==> config.mk <==
export PLATFORM = sky130hd
export DESIGN_NAME = mux2t1_arbiter
export DESIGN_NICKNAME = d
export VERILOG_FILES = /design/src/rtl/mux2t1_arbiter.sv
export SDC_FILE = /design/constraint.sdc
export NUM_CORES = 1
export LEC_CHECK = 0
export ABC_AREA = 1
export BUFFER_PORTS_ARGS = -buffer_cell sky130_fd_sc_hd__buf_2
export CORE_MARGIN = 4
export CORE_UTILIZATION = 39
export DETAILED_ROUTE_END_ITERATION = 16
export HOLD_SLACK_MARGIN = 0.03
export PLACE_DENSITY_LB_ADDON = 0.08
export SLEW_MARGIN = 20
export SYNTH_ARGS = -nofsm -noshare
export SYNTH_HDL_FRONTEND = slang
export SYNTH_SLANG_ARGS = --single-unit
==> constraint.sdc <==
create_clock -name clk -period 1.69 [get_ports clk]
set_input_delay 0.0845 -clock clk [delete_from_list [all_inputs] [get_ports clk]]
set_output_delay 0.0845 -clock clk [all_outputs]
set_load 0.03 [all_outputs]
==> src/rtl/mux2t1_arbiter.sv <==
// Two-requester round-robin arbiter driving a shared 2:1 mux, with registered grants
// and a hold limit that bounds how long one side keeps the datapath while the other waits.
module mux2t1_arbiter #(
  parameter int unsigned WIDTH    = 1,
  parameter int unsigned HOLD_MAX = 4
) (
  input  logic             clk,
  input  logic             rst,
  input  logic             req_a,
  input  logic             req_b,
  input  logic [WIDTH-1:0] a,
  input  logic [WIDTH-1:0] b,
  output logic             gnt_a,
  output logic             gnt_b,
  output logic             sel,
  output logic [WIDTH-1:0] o,
  output logic             valid
);

  localparam logic [1:0] StIdle = 2'd0;
  localparam logic [1:0] StGntA = 2'd1;
  localparam logic [1:0] StGntB = 2'd2;

  localparam logic [3:0] CntMax = 4'(HOLD_MAX - 1);

  logic [1:0] state_q, state_d;
  logic [3:0] cnt_q, cnt_d;
  logic       last_b_q, last_b_d;
  logic       sel_q, sel_d;

  always_comb begin
    state_d = state_q;
    case (state_q)
      StIdle: begin
        if (req_a && req_b) begin
          state_d = last_b_q ? StGntA : StGntB;
        end else if (req_a) begin
          state_d = StGntA;
        end else if (req_b) begin
          state_d = StGntB;
        end
      end
      StGntA: begin
        if (!req_a) begin
          state_d = req_b ? StGntB : StIdle;
        end else if (req_b && (cnt_q == CntMax)) begin
          state_d = StGntB;
        end
      end
      StGntB: begin
        if (!req_b) begin
          state_d = req_a ? StGntA : StIdle;
        end else if (req_a && (cnt_q == CntMax)) begin
          state_d = StGntA;
        end
      end
      default: state_d = StIdle;
    endcase
  end

  // Counter saturates so a lone holder is never pre-empted.
  always_comb begin
    cnt_d = cnt_q;
    if (state_d != state_q) begin
      cnt_d = '0;
    end else if ((state_q != StIdle) && (cnt_q != CntMax)) begin
      cnt_d = cnt_q + 4'd1;
    end
  end

  always_comb begin
    last_b_d = last_b_q;
    sel_d    = sel_q;
    if (state_d == StGntA) begin
      last_b_d = 1'b0;
      sel_d    = 1'b0;
    end else if (state_d == StGntB) begin
      last_b_d = 1'b1;
      sel_d    = 1'b1;
    end
  end

  always_ff @(posedge clk) begin
    if (rst) begin
      state_q  <= StIdle;
      cnt_q    <= '0;
      last_b_q <= 1'b1;
      sel_q    <= 1'b0;
    end else begin
      state_q  <= state_d;
      cnt_q    <= cnt_d;
      last_b_q <= last_b_d;
      sel_q    <= sel_d;
    end
  end

  assign gnt_a = (state_q == StGntA);
  assign gnt_b = (state_q == StGntB);
  assign valid = gnt_a | gnt_b;
  assign sel   = sel_q;
  assign o     = valid ? (sel_q ? b : a) : '0;

endmodule

After elaboration in Yosys (flattened, before gate mapping)
Cells that the tools add are included.
{"block": "classes", "n_addsub": 1, "n_mul": 0, "div_mod_pow": 0, "order_cmp": 0, "n_eq_ne": 7, "shift": 0, "mux": 15, "bitwise_logic": 1, "n_reduce_logical": 9}
{"operator": "2-bit two-way mux", "count": 9}
{"operator": "2-bit one-hot mux with 3 select lines", "count": 1}
{"operator": "1-bit two-way mux", "count": 5}
{"operator": "4-bit by 1-bit adder with 4-bit output (second input constant)", "count": 1}
{"operator": "2-bit by 1-bit equality test with 1-bit output (second input constant)", "count": 2}
{"operator": "2-bit equality test (second input constant)", "count": 2}
{"operator": "4-bit by 2-bit equality test with 1-bit output (second input constant)", "count": 1}
{"operator": "1-bit logical AND", "count": 4}
{"operator": "4-bit by 2-bit inequality test with 1-bit output (second input constant)", "count": 1}
{"operator": "2-bit nonzero test", "count": 2}
{"operator": "2-bit OR reduction", "count": 2}
{"operator": "2-bit logical NOT", "count": 1}
{"operator": "2-bit inequality test", "count": 1}
{"operator": "1-bit OR", "count": 1}
{"block": "word_totals", "reg_bits": 8, "latchBits": 0, "mem_bits_rw": 0, "rom_bits": 0, "out_inout_bits": 5, "word_cells": 37, "mem_count": 0}

Longest topological paths before layout
Gate-level depths: netlist of run 1.
{"block": "logic_depth", "word_depth": 8, "ltp_mapped": 11}

Least setup slack after synthesis of run 1
No wires, ideal clock.
{"block": "synth_path", "kind": "register to register", "start": "reg state_q[1]", "end": "reg last_b_q", "setup_ns": 0.123, "arrival_ns": 1.693, "path_slack_ns": -0.126, "path_stages_with_launch": 11, "path_cell_list": "dfxtp_1 -> inv_1 -> ha_1 -> inv_1 -> nor2_1 -> nand2_1 -> nand3_2 -> nand2_2 -> ha_1 -> a21oi_1 -> o21ai_0"}
{"block": "synth_between", "elab_cells_between_ends": 15, "classes_between": "eq/ne (4); mux (9); reduce/logical (2)"}
{"element": "from (decl)", "line": "26", "rtl": "logic [1:0] state_q, state_d;"}
{"element": "from (signal assigned)", "line": "85", "rtl": "state_q <= StIdle;"}
{"element": "from (signal assigned)", "line": "90", "rtl": "state_q <= state_d;"}
{"element": "2-bit by 1-bit equality test with 1-bit output (*)"}
{"element": "via gnt_a", "line": "13", "rtl": "output logic gnt_a,"}
{"element": "2-bit one-hot mux with 3 select lines (*)", "line": "33", "rtl": "case (state_q)"}
{"element": "2-bit by 1-bit equality test with 1-bit output or 2-bit equality test (tied branches)", "line": "74, 77"}
{"element": "1-bit two-way mux or 2-bit nonzero test (tied branches)"}
{"element": "to (signal assigned)", "line": "92", "rtl": "last_b_q <= last_b_d;"}
{"element": "to (decl)", "line": "28", "rtl": "logic last_b_q, last_b_d;"}
The timed path passes the listed nets; every way through them passes the cells marked *.
A chain may end at the register's enable or synchronous reset.

Worst setup path in the final report of run 1
{"block": "layout_path", "start": "reg state_q[1]", "end": "reg last_b_q"}
{"block": "layout_between", "elab_cells_between_ends": 15, "classes_between": "eq/ne (4); mux (9); reduce/logical (2)"}
{"element": "2-bit equality test, or another cell as far along", "line": "33"}
{"element": "2-bit one-hot mux with 3 select lines (*)", "line": "33"}
{"element": "via state_d[0]", "line": "26"}
{"element": "2-bit by 1-bit equality test with 1-bit output or 2-bit equality test (tied branches)", "line": "74, 77"}
{"element": "1-bit two-way mux or 2-bit nonzero test (tied branches)"}
Marked as above.

==> results of run 1 <==
power groups by stage:
stage | clock network [W] | logic, W | registers, W
2_1_floorplan | 0 | 0.000350 | 0.000271
3_3_place_gp | 0 | 0.000494 | 0.000253
3_5_place_dp | 0 | 0.000498 | 0.000254
4_1_cts | 0.000146 | 0.000501 | 0.000250
5_1_grt | 0.000157 | 0.000600 | 0.000262
6_report | 0.000139 | 0.000530 | 0.000256
cell usage in the layout, fill, tap and decap left out:
master and count:
nor3_1 4, nor3_2 2, dfxtp_4 1, buf_4 4
dfxtp_2 3, nor2_2 2, ha_2 1, nand3_2 2
xnor2_1 2, nand2_2 3, buf_2 10, a21o_1 1
nor2_1 10, ha_1 3, nand2_1 14, ha_4 3
dfxtp_1 4, a21oi_1 1, o21ai_0 3, inv_1 14
a21oi_2 1, xor2_1 1, nand3_1 7, inv_2 2
clkbuf_4 3, o21ai_1 1
cell usage after synthesis (all sizes together):
library cell  number
nor2              12
o21ai              4
a21oi              2
xnor2              2
nand3              9
nor3               6
ha                 7
inv               16
nand2             17
xor2               1
dfxtp              8
a21o               1
registers in the layout, indices dropped and copies added (netlist names):
name and flops:
last_b_q 1, state_q 2, sel 1, cnt_q 4
worst paths after layout:
check / from / depth (start not counted) / slack (ns) / endpoint
worst min-delay path: rst / 2 / 0.06 / state_q[0]
worst max-delay path: state_q[1] / 11 / 0.13 / last_b_q
worst min register to register: last_b_q / 2 / 0.50 / last_b_q
worst max register to register: state_q[1] / 11 / 0.13 / last_b_q
through the flow:
step	TNS, ns	cells
2_1_floorplan	-0.006752	85
3_3_place_gp	0	114
3_5_place_dp	0	114
4_1_cts	0	117
5_1_grt	-0.03871	117
6_report	0	117
kinds of logic (layout without fill, tap and decap cells):
logic type               Yosys count  after routing  synth area share, %
AO/OA/AOI/OAI                      7              7                6.438
flip-flops                         8              8                27.47
XOR/XNOR                           3              3                4.507
AND/OR/NAND/NOR                   44             44                36.27
buffers and inverters             16             33                10.30
adder cells (fa/ha/maj)            7              7                15.02
area by class of cell:
cell class	count	area (µm²)
inverters	16	60.06
clock buffers	3	22.52
fillers	136	589.3
flip-flops and latches	8	167.7
repair buffers	14	80.08
well taps	15	18.77
multi-input cells	61	411.6
routing by layer:
metal | GRT usage [%] | vias up
met2 | 20.33 | 7
met5 | 0 | -
met3 | 2.344 | 0
met4 | 6.077 | 0
li1 | - | 303
met1 | 17.32 | 258
worst max-delay path, delay by kind of cell, from the launching register on:
kind	cells	cell delay, ns
AND/OR/NAND/NOR	4	0.32
AO/OA/AOI/OAI	1	0.11
buffers and inverters	4	0.39
flip-flops	1	0.32
adder cells (fa/ha/maj)	2	0.36
what timing repair did:
action                                  4_1_cts  5_1_grt
endpoints found under the setup margin        0        6
resized for setup                             0       10
buffers inserted                              0        0
==> summary.txt, run 1 <==
Slew headroom = 87.14%
Worst EP required = 1.87 ns
post-synthesis cell type count = 16
Net Sw Frac = 44.44%
DR top layer = met3
H-tree Lvls = 1
total net switching power = 0.0004111 W
first-pass GRT wire length = 2056 µm
hold_buf cts = 0
met3 routed WL = 41 µm
largest area contributor in the netlist = dfxtp_1
Post-Syn Area = 583.1 µm²
detailed placer's ending HPWL = 977.3 µm
RSZ-0062 raised after global routing = true
min cycle time layout = 1.555 ns
I/O Pins = 11
Max Clk Rate = 0.6430 GHz
final wirelength = 1175 µm
Final Skew = 0.002971 ns
initial core utilization = 43.19%
Num CTS Buffers = 3
WHS = 0.05836 ns
Tcrit/Tclk final = 92.02%
Mapped Avg Cell Area = 6.860 µm²
area share of the largest cell type after synthesis = 27.47%
Die ar. = 2178 µm²
clock-pin slew on the worst setup and hold paths = 0.05 ns
Layout area overhead = 30.47%
P_leak = 0.3627 nW
Worst-Margin Slew = 0.1908 ns
Layout Nets = 117
final setup violation count = 0
antenna diode count = 0
Worst Hold Class = in -> reg
worst skew pair latency = 0.24 ns
cells after synthesis = 85
Sink Count = 8
vias in the first global route = 500
outcome = finished clean
dpl ws = 0.02386 ns
WP data arrival = 1.74 ns
Die Y = 46.67 µm
pin count of the biggest net entering global routing = 7
port bufs = 10
Initial DRT Pass Iterations = 4
utilization after layout = 56.35%
Hold Fails Final Rpt = 0
grt ovf = 0
layout cell share with drive strength beyond 1 = 36.27%
CP max stage cell = dfxtp_2
PwrDens = 1216 nW/µm²
post-synthesis register bit count = 8
share of total power in the clock network = 15.0%
Final Max Slew Viols = 0
CORE AREA = 1350 µm²
DR vias = 568
Die W = 46.67 µm
maximum clock insertion buffer count = 2
number of max-cap violations = 0
register area share after synthesis = 27.47%
top post-synthesis cells by area = dfxtp_1 (27%), ha_1 (15%), inv_1 (10%)
Placed Area = 711.9 µm²
Via density = 4.855
Clock Root Buffer = clkbuf_4
wire length on met2 = 568 µm
FP Rows = 13
Pint = 0.0005139 W
crit-path max FO = 4
WL met1 = 565 µm
Setup CP Type = reg -> reg
Routed wire per std cell = 10.04 µm
initial antenna violation count = 0
Setup crit end kind = flip-flop
combinational share of power = 57.3%
Routed Antenna Nets = 0
Final Power = 0.0009250 W
Seq pwr share = 27.7%
crit path cell chain = buf_4, ha_4, inv_1, nor2_1, nand2_1, nand3_2, nand2_2, buf_4, inv_1, ha_1, o21ai_1
drt drc = 0
Peak VDD IR = 0.6074 mV
GP Congestion = 0.8134
startpoint types = flip-flop
Final Instance Area = 760.7 µm²
Total Routing Usage GR = 13.08%
setup ws final = 0.1348 ns
YS warnings = 0
clock tree from TritonCTS = built
CP max stage delay = 0.32 ns
post-synth net total = 98
DR iter-0 viols = 7
Note: power is estimated with default switching activity, not from simulation.
==> run 2: changes to the inputs <==
--- a/config.mk
+++ b/config.mk
@@ -10,8 +10,11 @@
 export CORE_MARGIN = 4
 export CORE_UTILIZATION = 39
 export DETAILED_ROUTE_END_ITERATION = 16
+export GPL_ROUTABILITY_DRIVEN = 0
 export HOLD_SLACK_MARGIN = 0.03
 export PLACE_DENSITY_LB_ADDON = 0.08
+export REMOVE_ABC_BUFFERS = 1
+export SKIP_LAST_GASP = 1
 export SLEW_MARGIN = 20
 export SYNTH_ARGS = -nofsm -noshare
 export SYNTH_HDL_FRONTEND = slang
==> summary.txt, run 2 (synthesis gave the netlist of run 1 again) <==
RSZ-0062 raised after global routing = false
first-pass GRT wire length = 2083 µm
detailed placer's ending HPWL = 953.3 µm
Layout Nets = 118
CP max stage delay = 0.33 ns
Peak VDD IR = 0.6521 mV
Worst-Margin Slew = 0.1806 ns
Slew headroom = 87.92%
I/O Pins = 11
leading registers by flop count = cnt_q x4, state_q x2
maximum clock insertion buffer count = 2
number of flip-flops in the largest register = 4
min-delay src = rst
Worst Hold Class = in -> reg
WHS Path Cells = 2
DR iter-0 viols = 17
cell family with most CP delay = adder cells
grt ovf = 0
Die Y = 46.67 µm
Initial DRT Pass Iterations = 4
Num CTS Buffers = 3
crit-path max FO = 5
initial antenna violation count = 0
drt drc = 0
Sink Count = 8
PwrDens = 1238 nW/µm²
Die ar. = 2178 µm²
reg2reg start = state_q[0]
number of max-cap violations = 0
CORE AREA = 1350 µm²
Total Routing Usage GR = 13.61%
startpoint types = flip-flop
Hold Path End = state_q[1]
final wirelength = 1195 µm
dpl ws = 0.03895 ns
pin count of the biggest net entering global routing = 7
Setup crit end kind = flip-flop
FP Rows = 13
Tcrit/Tclk final = 93.36%
Routed Antenna Nets = 0
Reg with most FFs = cnt_q
clock-pin slew on the worst setup and hold paths = 0.05 ns
Final Instance Area = 738.2 µm²
Hold Fails Final Rpt = 0
vias in the first global route = 516
Max Clk Rate = 0.6338 GHz
antenna diode count = 0
layout cell share with drive strength beyond 1 = 33.98%
Clock Root Buffer = clkbuf_4
clock tree from TritonCTS = built
reg-to-reg slack, setup = 0.11 ns
H-tree Lvls = 1
worst skew pair latency = 0.25 ns
Final Max Slew Viols = 0
setup ws final = 0.1122 ns
Layout area overhead = 26.61%
outcome = finished clean
Final Power = 0.0009137 W
Routed wire per std cell = 10.13 µm
hold_buf cts = 0
crit path cell chain = buf_4, ha_2, inv_2, nor2_1, nand2_1, nand3_2, nand2_2, ha_4, a21oi_1, o21ai_1
postcts setup bufs = 0
DR vias = 569
P_leak = 0.3664 nW
R2R Path End = last_b_q
most frequent cells in the layout = inv_1 (14), nand2_1 (14), nor2_1 (10), buf_2 (10), nand3_1 (7)
CP max stage cell = dfxtp_2
Final Skew = 0.003424 ns
FF-to-FF path depth = 10
min cycle time layout = 1.578 ns
Die W = 46.67 µm
Worst EP required = 1.83 ns
initial core utilization = 43.19%
WP data arrival = 1.71 ns
Via density = 4.822
worst path buffer plus inverter count = 2
port bufs = 10
Setup CP Type = reg -> reg
Placed Area = 689.4 µm²
final setup violation count = 0
==> run 2: cell count changes in the layout (fill, tap and decap cells not counted), sizes merged <==
cell / before / now
buf: 14 / 15
==> run 2: cell type report <==
| cell class | count | area, µm² |
|---|---|---|
| clock buffer | 3 | 22.52 |
| fill | 136 | 611.8 |
| inverter | 16 | 60.06 |
| multi-input combinational | 61 | 385.4 |
| sequential | 8 | 163.9 |
| tap | 15 | 18.77 |
| timing repair buffer | 15 | 87.58 |
==> run 2: repair_timing <==
action	4_1_cts	5_1_grt
hold endpoints to repair	0	0
resized for setup	0	11
setup endpoints to repair	0	5
==> run 2: where the power goes <==
| part | total (W) | switching, W | internal (W) |
|---|---|---|---|
| clock network | 0.000140 | 0.0000589 | 0.0000809 |
| logic | 0.000528 | 0.000324 | 0.000204 |
| registers | 0.000246 | 0.0000216 | 0.000225 |
==> run 2: per-layer routing <==
layer	share of wire (%)	up-vias	track usage, %
met5	0	-	0
met4	1.4	0	8.287
met3	5.7	4	2.344
met2	48	16	20.88
met1	45	243	17.47
li1	-	306	-
==> run 2: metrics by stage <==
step                      setup TNS, ns  hold slack, ns  instances  util (%)
after floorplan                 -0.1260          0.1569         85         -
after global placement                0          0.3161        115     51.07
after detailed placement              0          0.3252        115     51.07
after CTS                             0         0.05686        118     52.73
after global routing                  0         0.06099        118     54.68
final                                 0         0.06045        118     54.68
==> run 2: worst max path at each step <==
stage / from / endpoint / slack [ns] / cells after the start
2_1_floorplan: state_q[1] / last_b_q / -0.13 / 10
3_3_place_gp: state_q[0] / last_b_q / 0.08 / 10
3_5_place_dp: state_q[0] / last_b_q / 0.04 / 10
4_1_cts: state_q[0] / last_b_q / 0.02 / 11
5_1_grt: state_q[0] / last_b_q / 0.004 / 11
6_report: state_q[0] / last_b_q / 0.11 / 10
==> run 2: worst register-to-register path, delay by kind of cell, from the launching register on <==
family	cells	cell delay (ns)
adder cells (fa/ha/maj)	2	0.44
AO/OA/AOI/OAI	2	0.18
flip-flops	1	0.33
buffers and inverters	2	0.17
AND/OR/NAND/NOR	4	0.35
